## src/rtl/mic_seq_pkg.sv

```systemverilog
// Shared types and widths for the microphone frame sequencer.
package mic_seq_pkg;

  typedef enum logic {
    StIdle,
    StSend
  } ser_state_e;

  localparam int unsigned FrameCountWidth   = 16;
  localparam int unsigned OverrunCountWidth = 8;

  function automatic int unsigned chan_width(input int unsigned num_chan);
    return (num_chan <= 2) ? 1 : $clog2(num_chan);
  endfunction

endpackage

```

## src/rtl/mic_seq_serializer.sv

```systemverilog
// Output frame buffer and IDLE/SEND stream FSM; emits one channel per handshake.
module mic_seq_serializer
  import mic_seq_pkg::*;
#(
  parameter int unsigned NumChan   = 8,
  parameter int unsigned DataWidth = 24,
  parameter int unsigned ChanWidth = chan_width(NumChan)
) (
  input  logic                           clk,
  input  logic                           rst,
  input  logic                           i_frame_valid,
  input  logic [NumChan*DataWidth-1:0]   i_frame,
  output logic                           o_take,
  output logic [DataWidth-1:0]           o_data,
  output logic [ChanWidth-1:0]           o_chan,
  output logic                           o_valid,
  input  logic                           i_ready,
  output logic                           o_last,
  output logic [FrameCountWidth-1:0]     o_frame_count
);

  ser_state_e                     r_state;
  logic [NumChan*DataWidth-1:0]   r_buf;
  logic [DataWidth-1:0]           r_data;
  logic [ChanWidth-1:0]           r_chan;
  logic                           r_valid;
  logic                           r_last;
  logic [FrameCountWidth-1:0]     r_frame_count;

  logic                           w_fire;
  logic                           w_end;
  logic [ChanWidth-1:0]           w_next;

  assign w_fire = r_valid && i_ready;
  assign w_end  = w_fire && r_last;
  assign w_next = r_chan + 1'b1;
  // A waiting frame is taken on the final beat so back-to-back frames have no gap.
  assign o_take = i_frame_valid && ((r_state == StIdle) || w_end);

  always_ff @(posedge clk or posedge rst) begin
    if (rst) begin
      r_state       <= StIdle;
      r_buf         <= '0;
      r_data        <= '0;
      r_chan        <= '0;
      r_valid       <= 1'b0;
      r_last        <= 1'b0;
      r_frame_count <= '0;
    end else begin
      if (w_end) begin
        r_frame_count <= r_frame_count + 1'b1;
      end
      if (o_take) begin
        r_state <= StSend;
        r_buf   <= i_frame;
        r_valid <= 1'b1;
        r_chan  <= '0;
        r_data  <= i_frame[DataWidth-1:0];
        r_last  <= 1'b0;
      end else if (w_end) begin
        r_state <= StIdle;
        r_valid <= 1'b0;
        r_last  <= 1'b0;
        r_chan  <= '0;
      end else if (w_fire) begin
        r_chan <= w_next;
        r_data <= r_buf[w_next*DataWidth +: DataWidth];
        r_last <= (w_next == ChanWidth'(NumChan - 1));
      end
    end
  end

  assign o_data        = r_data;
  assign o_chan        = r_chan;
  assign o_valid       = r_valid;
  assign o_last        = r_last;
  assign o_frame_count = r_frame_count;

endmodule

```

## src/rtl/mic_frame_sequencer.sv

```systemverilog
// Aligns per-receiver I2S samples into array frames and streams them channel by channel.
// Optional skew timeout flush is built when MIC_SEQ_SKEW_TIMEOUT_EN is defined.
module mic_frame_sequencer
  import mic_seq_pkg::*;
#(
  parameter int unsigned NUM_RX       = 4,
  parameter int unsigned DATA_WIDTH   = 24,
  parameter int unsigned SKEW_TIMEOUT = 64
) (
  input  logic                               clk,
  input  logic                               rst,
  input  logic [NUM_RX-1:0]                  rx_valid,
  input  logic [NUM_RX*DATA_WIDTH-1:0]       rx_left,
  input  logic [NUM_RX*DATA_WIDTH-1:0]       rx_right,
  output logic [DATA_WIDTH-1:0]              out_data,
  output logic [chan_width(2*NUM_RX)-1:0]    out_chan,
  output logic                               out_valid,
  input  logic                               out_ready,
  output logic                               out_last,
  output logic [FrameCountWidth-1:0]         frame_count,
  output logic [OverrunCountWidth-1:0]       overrun_count,
  output logic                               skew_err
);

  localparam int unsigned NumChan   = 2 * NUM_RX;
  localparam int unsigned ChanWidth = chan_width(NumChan);

  logic [NUM_RX*DATA_WIDTH-1:0]   r_left;
  logic [NUM_RX*DATA_WIDTH-1:0]   r_right;
  logic [NUM_RX-1:0]              r_pending;
  logic [OverrunCountWidth-1:0]   r_overrun;

  logic [NUM_RX-1:0]              w_pending_d;
  logic [15:0]                    w_ovr_sum;
  logic [NumChan*DATA_WIDTH-1:0]  w_frame;
  logic                           w_complete;
  logic                           w_take;
  logic                           w_timeout;

  assign w_complete = &r_pending;

  always_comb begin
    w_frame = '0;
    for (int k = 0; k < NUM_RX; k++) begin
      w_frame[(2*k)*DATA_WIDTH +: DATA_WIDTH]   = r_left[k*DATA_WIDTH +: DATA_WIDTH];
      w_frame[(2*k+1)*DATA_WIDTH +: DATA_WIDTH] = r_right[k*DATA_WIDTH +: DATA_WIDTH];
    end
  end

  // A strobe on the transfer or flush edge starts the next frame instead of overrunning.
  always_comb begin
    w_ovr_sum = 16'(r_overrun) + 16'(w_timeout);
    for (int k = 0; k < NUM_RX; k++) begin
      if (rx_valid[k] && r_pending[k] && !w_take && !w_timeout) begin
        w_ovr_sum = w_ovr_sum + 16'd1;
      end
    end
    if (w_take || w_timeout) begin
      w_pending_d = rx_valid;
    end else begin
      w_pending_d = r_pending | rx_valid;
    end
  end

  always_ff @(posedge clk or posedge rst) begin
    if (rst) begin
      r_left    <= '0;
      r_right   <= '0;
      r_pending <= '0;
      r_overrun <= '0;
    end else begin
      r_pending <= w_pending_d;
      r_overrun <= (w_ovr_sum > 16'(2**OverrunCountWidth - 1)) ?
                   {OverrunCountWidth{1'b1}} : w_ovr_sum[OverrunCountWidth-1:0];
      for (int k = 0; k < NUM_RX; k++) begin
        if (rx_valid[k]) begin
          r_left[k*DATA_WIDTH +: DATA_WIDTH]  <= rx_left[k*DATA_WIDTH +: DATA_WIDTH];
          r_right[k*DATA_WIDTH +: DATA_WIDTH] <= rx_right[k*DATA_WIDTH +: DATA_WIDTH];
        end
      end
    end
  end

`ifdef MIC_SEQ_SKEW_TIMEOUT_EN
  localparam int unsigned SkewWidth = $clog2(SKEW_TIMEOUT + 1);

  logic [SkewWidth-1:0] r_skew_cnt;
  logic                 r_skew_err;

  // Counts only while a frame is partially captured; a complete frame waiting is exempt.
  assign w_timeout = (r_pending != '0) && !w_complete &&
                     (r_skew_cnt == SkewWidth'(SKEW_TIMEOUT - 1));

  always_ff @(posedge clk or posedge rst) begin
    if (rst) begin
      r_skew_cnt <= '0;
      r_skew_err <= 1'b0;
    end else begin
      if (w_take || w_timeout) begin
        r_skew_cnt <= '0;
      end else if ((r_pending != '0) && !w_complete) begin
        r_skew_cnt <= r_skew_cnt + 1'b1;
      end
      if (w_timeout) begin
        r_skew_err <= 1'b1;
      end
    end
  end

  assign skew_err = r_skew_err;
`else
  assign w_timeout = 1'b0;
  assign skew_err  = 1'b0;
`endif

  mic_seq_serializer #(
    .NumChan   (NumChan),
    .DataWidth (DATA_WIDTH),
    .ChanWidth (ChanWidth)
  ) u_serializer (
    .clk           (clk),
    .rst           (rst),
    .i_frame_valid (w_complete),
    .i_frame       (w_frame),
    .o_take        (w_take),
    .o_data        (out_data),
    .o_chan        (out_chan),
    .o_valid       (out_valid),
    .i_ready       (out_ready),
    .o_last        (out_last),
    .o_frame_count (frame_count)
  );

  assign overrun_count = r_overrun;

endmodule

```

## config.mk

```make
export PLATFORM = sky130hd
export DESIGN_NAME = mic_frame_sequencer
export DESIGN_NICKNAME = d
export VERILOG_FILES = /design/src/rtl/mic_seq_pkg.sv /design/src/rtl/mic_seq_serializer.sv /design/src/rtl/mic_frame_sequencer.sv
export SDC_FILE = /design/constraint.sdc
export NUM_CORES = 1
export LEC_CHECK = 0
export CAP_MARGIN = 0
export CORE_ASPECT_RATIO = 1.5
export CORE_MARGIN = 3
export CORE_UTILIZATION = 62
export CTS_BUF_LIST = sky130_fd_sc_hd__clkbuf_2
export DETAILED_ROUTE_END_ITERATION = 12
export MAX_ROUTING_LAYER = met4
export PLACE_DENSITY = 0.88
export SETUP_SLACK_MARGIN = 0.15
export SLEW_MARGIN = 20
export SYNTH_ARGS = -nofsm -noshare
export SYNTH_HDL_FRONTEND = slang
export SYNTH_SLANG_ARGS = --single-unit
```

## constraint.sdc

```tcl
create_clock -name clk -period 38.9 [get_ports clk]
set_input_delay 5.835 -clock clk [delete_from_list [all_inputs] [get_ports clk]]
set_output_delay 5.835 -clock clk [all_outputs]
set_load 0.02 [all_outputs]
```

== Word level (Yosys, flattened, before mapping) ==
Index checks and enable logic that the tools add are counted.
Cells by class
  $add $sub $neg: 6
  multipliers: 1
  order comparisons: 1
  eq/ne operators: 2
  shift-type cells: 1
  mux-type cells: 17
  bitwise logic cells: 2
  reduce and logical (&&, ||, !) cells: 18
Operator list (count)
  $shiftx A192 B9 Y24: 1
  $mux W24: 3
  $add A16 B1 Y16 const B: 4
  $mux W16: 3
  $gt A16 B8 Y1 const B: 1
  $logic_and A1 B1 Y1: 11
  $add A8 B1 Y9 const B: 1
  $mux W3: 3
  $mux W9: 1
  $mux W8: 1
  $mul A3 B2 Y5 const B: 1
  $mux W1: 5
  $mux W4: 1
  $or A4 B4 Y4: 1
  $reduce_and A4 Y1: 1
  $reduce_bool A2 Y1: 2
  $add A3 B1 Y3 const B: 1
  $eq A3 B3 Y1 const B: 1
  $reduce_bool A3 Y1: 1
  $ne A2 B2 Y1 const B: 1
  $reduce_and A2 Y1: 1
  $logic_not A1 Y1: 1
  $logic_or A1 B1 Y1: 1
  $not A1 Y1: 1
Word-level totals
  register bits: 441
  output and inout bits: 54
  word-level logic and storage cells: 64

== Longest topological paths before layout ==
  depth after elaboration: 15
  mapped depth: 19
  mapped depth without buffers: 17

== Modules after synthesis ==
Synthesis repeated with hierarchy kept, for this count alone.
Unflattened totals
  cells, all modules: 1380
  area total of the unflattened synthesis: 19025.7 µm²
By module, submodules not included
  mic_seq_serializer: times used 1, cells an instance 830, area an instance 10700.3 µm², sequential area each 5930.7 µm²
  mic_frame_sequencer: times used 1, cells an instance 550, area an instance 8325.5 µm², sequential area each 5104.9 µm²

== Worst setup path before layout ==
No wires, ideal clock.
  path kind: input to register
  from: in out_ready
  to: reg r_overrun[7], in the netlist overrun_count[7]
  setup time: 0.123 ns
  arrival: 8.962 ns
  data required time: 38.777 ns
  slack: 29.814 ns
  stages on the path: 19
  cells stage by stage: buf_6 -> a21bo_1 -> buf_6 -> nand2_2 -> nand2_1 -> mux2_2 -> ha_1 -> and3_1 -> a31oi_1 -> o22ai_1 -> ha_1 -> inv_1 -> nor2_2 -> xnor3_1 -> nor3_1 -> nand3_1 -> nor3_1 -> and3_1 -> o21ai_1
On the way
  cells in the longest elaborated chain, start to end: 15
RTL lines
  start: declaration: RTL line mic_frame_sequencer.sv:18  | input logic out_ready,
  $logic_and A1 B1 Y1 (*): RTL line mic_seq_serializer.sv:34  | assign w_fire = r_valid && i_ready;
  $logic_and A1 B1 Y1 (*): RTL line mic_seq_serializer.sv:35  | assign w_end = w_fire && r_last;
  $logic_or A1 B1 Y1 (*): RTL line mic_seq_serializer.sv:38  | assign o_take = i_frame_valid && ((r_state == StIdle) || w_end);
  $logic_and A1 B1 Y1 (*): RTL line mic_seq_serializer.sv:38
  $logic_not A1 Y1 (*): RTL line mic_frame_sequencer.sv:54  | if (rx_valid[k] && r_pending[k] && !w_take && !w_timeout) begin
  $logic_and A1 B1 Y1: RTL line mic_frame_sequencer.sv:54
  $mux W9: RTL line mic_frame_sequencer.sv:54
  $add A16 B1 Y16: RTL line mic_frame_sequencer.sv:55  | w_ovr_sum = w_ovr_sum + 16'd1;
  $mux W16: RTL line mic_frame_sequencer.sv:54
  $add A16 B1 Y16: RTL line mic_frame_sequencer.sv:55
  $mux W16: RTL line mic_frame_sequencer.sv:54
  $add A16 B1 Y16: RTL line mic_frame_sequencer.sv:55
  $mux W16 (*): RTL line mic_frame_sequencer.sv:54
  $gt A16 B8 Y1: RTL line mic_frame_sequencer.sv:73  | r_overrun <= (w_ovr_sum > 16'(2**OverrunCountWidth - 1)) ?
  $mux W8 (*): RTL line mic_frame_sequencer.sv:73
  end signal: assignment: RTL line mic_frame_sequencer.sv:73
  end: declaration: RTL line mic_frame_sequencer.sv:31  | logic [OverrunCountWidth-1:0] r_overrun;
Every way passes the cells marked *; elsewhere a longest branch is shown, timed or not.
A chain may end at the register's enable or synchronous reset.

== Worst setup path after layout ==
Same ends and word-level chain as after synthesis.

==> impl_metrics.json <==
{
  "status": "complete, no violations",
  "drive_gt1_share_pct": 23.3,
  "worst-setup-path-type": "in -> reg",
  "die_area_um2": 33100,
  "grt-ovfl-total": 0,
  "synth-seq-area-share_pct": 57.7,
  "viasPerCell": 5.62,
  "dr.pass1.iters": 5,
  "crit_fanout": 101,
  "worst_pin_slew_ns": 1.18,
  "synth_edf_count": 0,
  "power.density_nw_per_um2": 70.7,
  "slew_headroom_pct": 21.0,
  "hold_slack_ns": 0.409,
  "power_switching_w": 0.000621,
  "combPwrFrac_pct": 41.0,
  "core-area_um2": 30400,
  "avgSynthCellArea_um2": 11.7,
  "grt_pass1_wl_mm": 72.1,
  "holdBufCountCts": 0,
  "synth_area_um2": 19100,
  "min_path_type": "reg -> reg",
  "die_height_um": 221,
  "pre_cts_ws_ns": 28.19,
  "synthToLayoutAreaGrowth_pct": 18.8,
  "fin_crit_ns": 9.76,
  "grt_use_total_pct": 28.6,
  "setup_ws_ns": 29.14,
  "finalHoldViolCount": 0,
  "clkTransAtPathRegs_ns": 0.11,
  "cts_tree": "done",
  "setup_tns_ns": 0,
  "wl_mm": 45.4,
  "irDropWorstVdd_v": 0.0000827,
  "drc": 0,
  "start_util_pct": 63.1,
  "fmax_mhz": 102,
  "ios": 253,
  "rsz0062_at_grt": "no",
  "cts_buffer_depth": 3,
  "gp_congestion": 0.915,
  "drv_slew": 0,
  "grt_max_degree": 227,
  "fillers": 2015,
  "finClkSkew_ns": 0.0904,
  "wire_per_inst_um": 19.0,
  "antenna_found_initial": 7,
  "yosys-top-cells-area": "dfrtp_1 58%, mux2_2 13%, nand2_1 12%, mux4_2 5.6%, mux2i_1 1.4%",
  "synth_fp_nets": 1847,
  "pwr-share-clk_pct": 16.6,
  "async_reset_ff_share_pct": 100,
  "cts_buffers": 94,
  "cts.repair.resized": 0,
  "swShare_pct": 38.6,
  "p_leak_nw": 10.7,
  "postRouteAntennaNets": 0,
  "synth_top_flop_cell": "dfrtp_1",
  "grt_pass1_vias": 14000,
  "crit_required_ns": 39.78,
  "fin_nets": 2115,
  "synth-seq-cells": 441,
  "num_vias": 13400,
  "rows": 78,
  "cts.sinks": 441,
  "critPathArrivalTime_ns": 10.64,
  "portBuffers": 251,
  "dp.final_hpwl_mm": 30.5,
  "internal-power_w": 0.000987,
  "cts_setup_buffers": 0,
  "synth_top_area_share_pct": 57.7,
  "cts-root-buf": "clkbuf_2",
  "synth_top_area_cell": "dfrtp_1",
  "clk_latency_ns": 1.00,
  "cp-end-kind": "register",
  "start_kind": "primary input",
  "yosysWarnings": 0,
  "seqPwrFrac_pct": 42.4,
  "drv_cap": 0,
  "syn_inst": 1641,
  "setup_violations": 0,
  "drt_iter0_markers": 940,
  "fp.dieW_um": 149,
  "synth_cell_types": 77,
  "htreeDepth": 3,
  "finalCritPeriodShare_pct": 25.1
}
-- logic make-up after synthesis --
kind of cell    share of synthesized area [%]
simple gates                             14.3
flops                                    57.7
mux                                      19.8
buf+inv                                  2.27
compound gates                           3.43
xor+xnor                                 2.08
fa+ha+maj                               0.458
other cells                            0.0196
-- stage by stage --
stage          power [W]  utilization, %  cells  instance area (um^2)
5_1_grt          0.00172            74.9   2385                 22700
2_1_floorplan    0.00114               -   1641                 19100
3_5_place_dp     0.00135            72.2   2213                 21900
6_report         0.00161            74.9   2386                 22700
3_3_place_gp     0.00132            72.2   2213                 21900
4_1_cts          0.00162            74.8   2378                 22700
-- critical path, stage by stage --
cell,delay [ns]
clkdlybuf4s50_1,0.72
a21bo_1,0.46
nand2_8,0.44
nand2_1,0.28
mux2_2,0.36
ha_1,0.27
and3_1,0.20
a31oi_1,0.07
o22ai_1,0.23
ha_1,0.20
inv_1,0.04
nor2_2,0.21
xnor3_1,0.42
nor3_1,0.29
nand3_1,0.16
nor3_1,0.20
and3_1,0.18
o21ai_1,0.06
-- metal layers --
layer | global-route usage, % | up-vias | wire length [um]
met3 | 4.98 | 93 | 2690
li1 | - | 6102 | -
met5 | - | - | 0
met1 | 35.7 | 6731 | 17800
met2 | 45.8 | 487 | 23100
met4 | 13.8 | 0 | 1870
-- cells in the mapped netlist, types with 11 or more instances --
master / count
xor2_1: 11
mux2_2: 218
xnor2_1: 22
buf_1: 18
inv_1: 11
mux4_2: 48
mux2i_1: 26
clkbuf_1: 64
o21ai_0: 33
dfrtp_1: 441
nand2_1: 608
-- sequential cells by signal, indices dropped and copies added, names as in the netlist --
| name | cells |
|---|---|
| overrun_count | 8 |
| r_left | 96 |
| r_pending | 4 |
| r_right | 96 |
| u_serializer.o_chan | 3 |
| u_serializer.o_data | 24 |
| u_serializer.o_frame_count | 16 |
| u_serializer.o_last | 1 |
| u_serializer.r_buf | 192 |
| u_serializer.r_state | 1 |
-- final cells by class --
type,instances,area [um^2],area share [%]
multi-input cells,1098,7720,33.9
repair buffers,263,2610,11.5
diodes,8,20.0,0.0880
well taps,400,500,2.20
inverters,11,48.8,0.215
flip-flops and latches,441,11000,48.5
clock buffers,134,671,2.95
clock inverters,31,131,0.578
-- cells in the final DEF, fill, tap and decap left out, types with 9 or more instances in the layout --
cell	count
clkdlybuf4s50_1	247
inv_1	10
and3_1	10
xnor2_1	22
mux2_2	218
mux4_2	48
dfrtp_1	440
clkbuf_2	134
clkinv_1	24
xor2_1	10
o21ai_0	33
nand3_1	10
mux2i_1	26
buf_4	9
nand2_1	608
-- power by group through the flow --
stage | logic, W | registers, W | clock network (W)
6_report | 0.000659 | 0.000682 | 0.000267
5_1_grt | 0.000724 | 0.000696 | 0.000297
4_1_cts | 0.000662 | 0.000681 | 0.000274
3_5_place_dp | 0.000660 | 0.000689 | 0
3_3_place_gp | 0.000636 | 0.000682 | 0
2_1_floorplan | 0.000469 | 0.000672 | 0
-- final timing paths --
| check | start | end | slack (ns) | cells past startpoint |
|---|---|---|---|---|
| hold / removal | r_right[90] | u_serializer.r_buf[186] | 0.41 | 2 |
| min in group asynchronous | rst | r_right[88] | 5.35 | 2 |
| max in group asynchronous | rst | u_serializer.o_data[21] | 31.43 | 4 |
| hold reg to reg | r_right[90] | u_serializer.r_buf[186] | 0.41 | 2 |
| setup / recovery | out_ready | overrun_count[7] | 29.14 | 18 |
| setup reg to reg | r_pending[0] | overrun_count[7] | 33.81 | 17 |
Note: power is estimated with default switching activity, not from simulation.
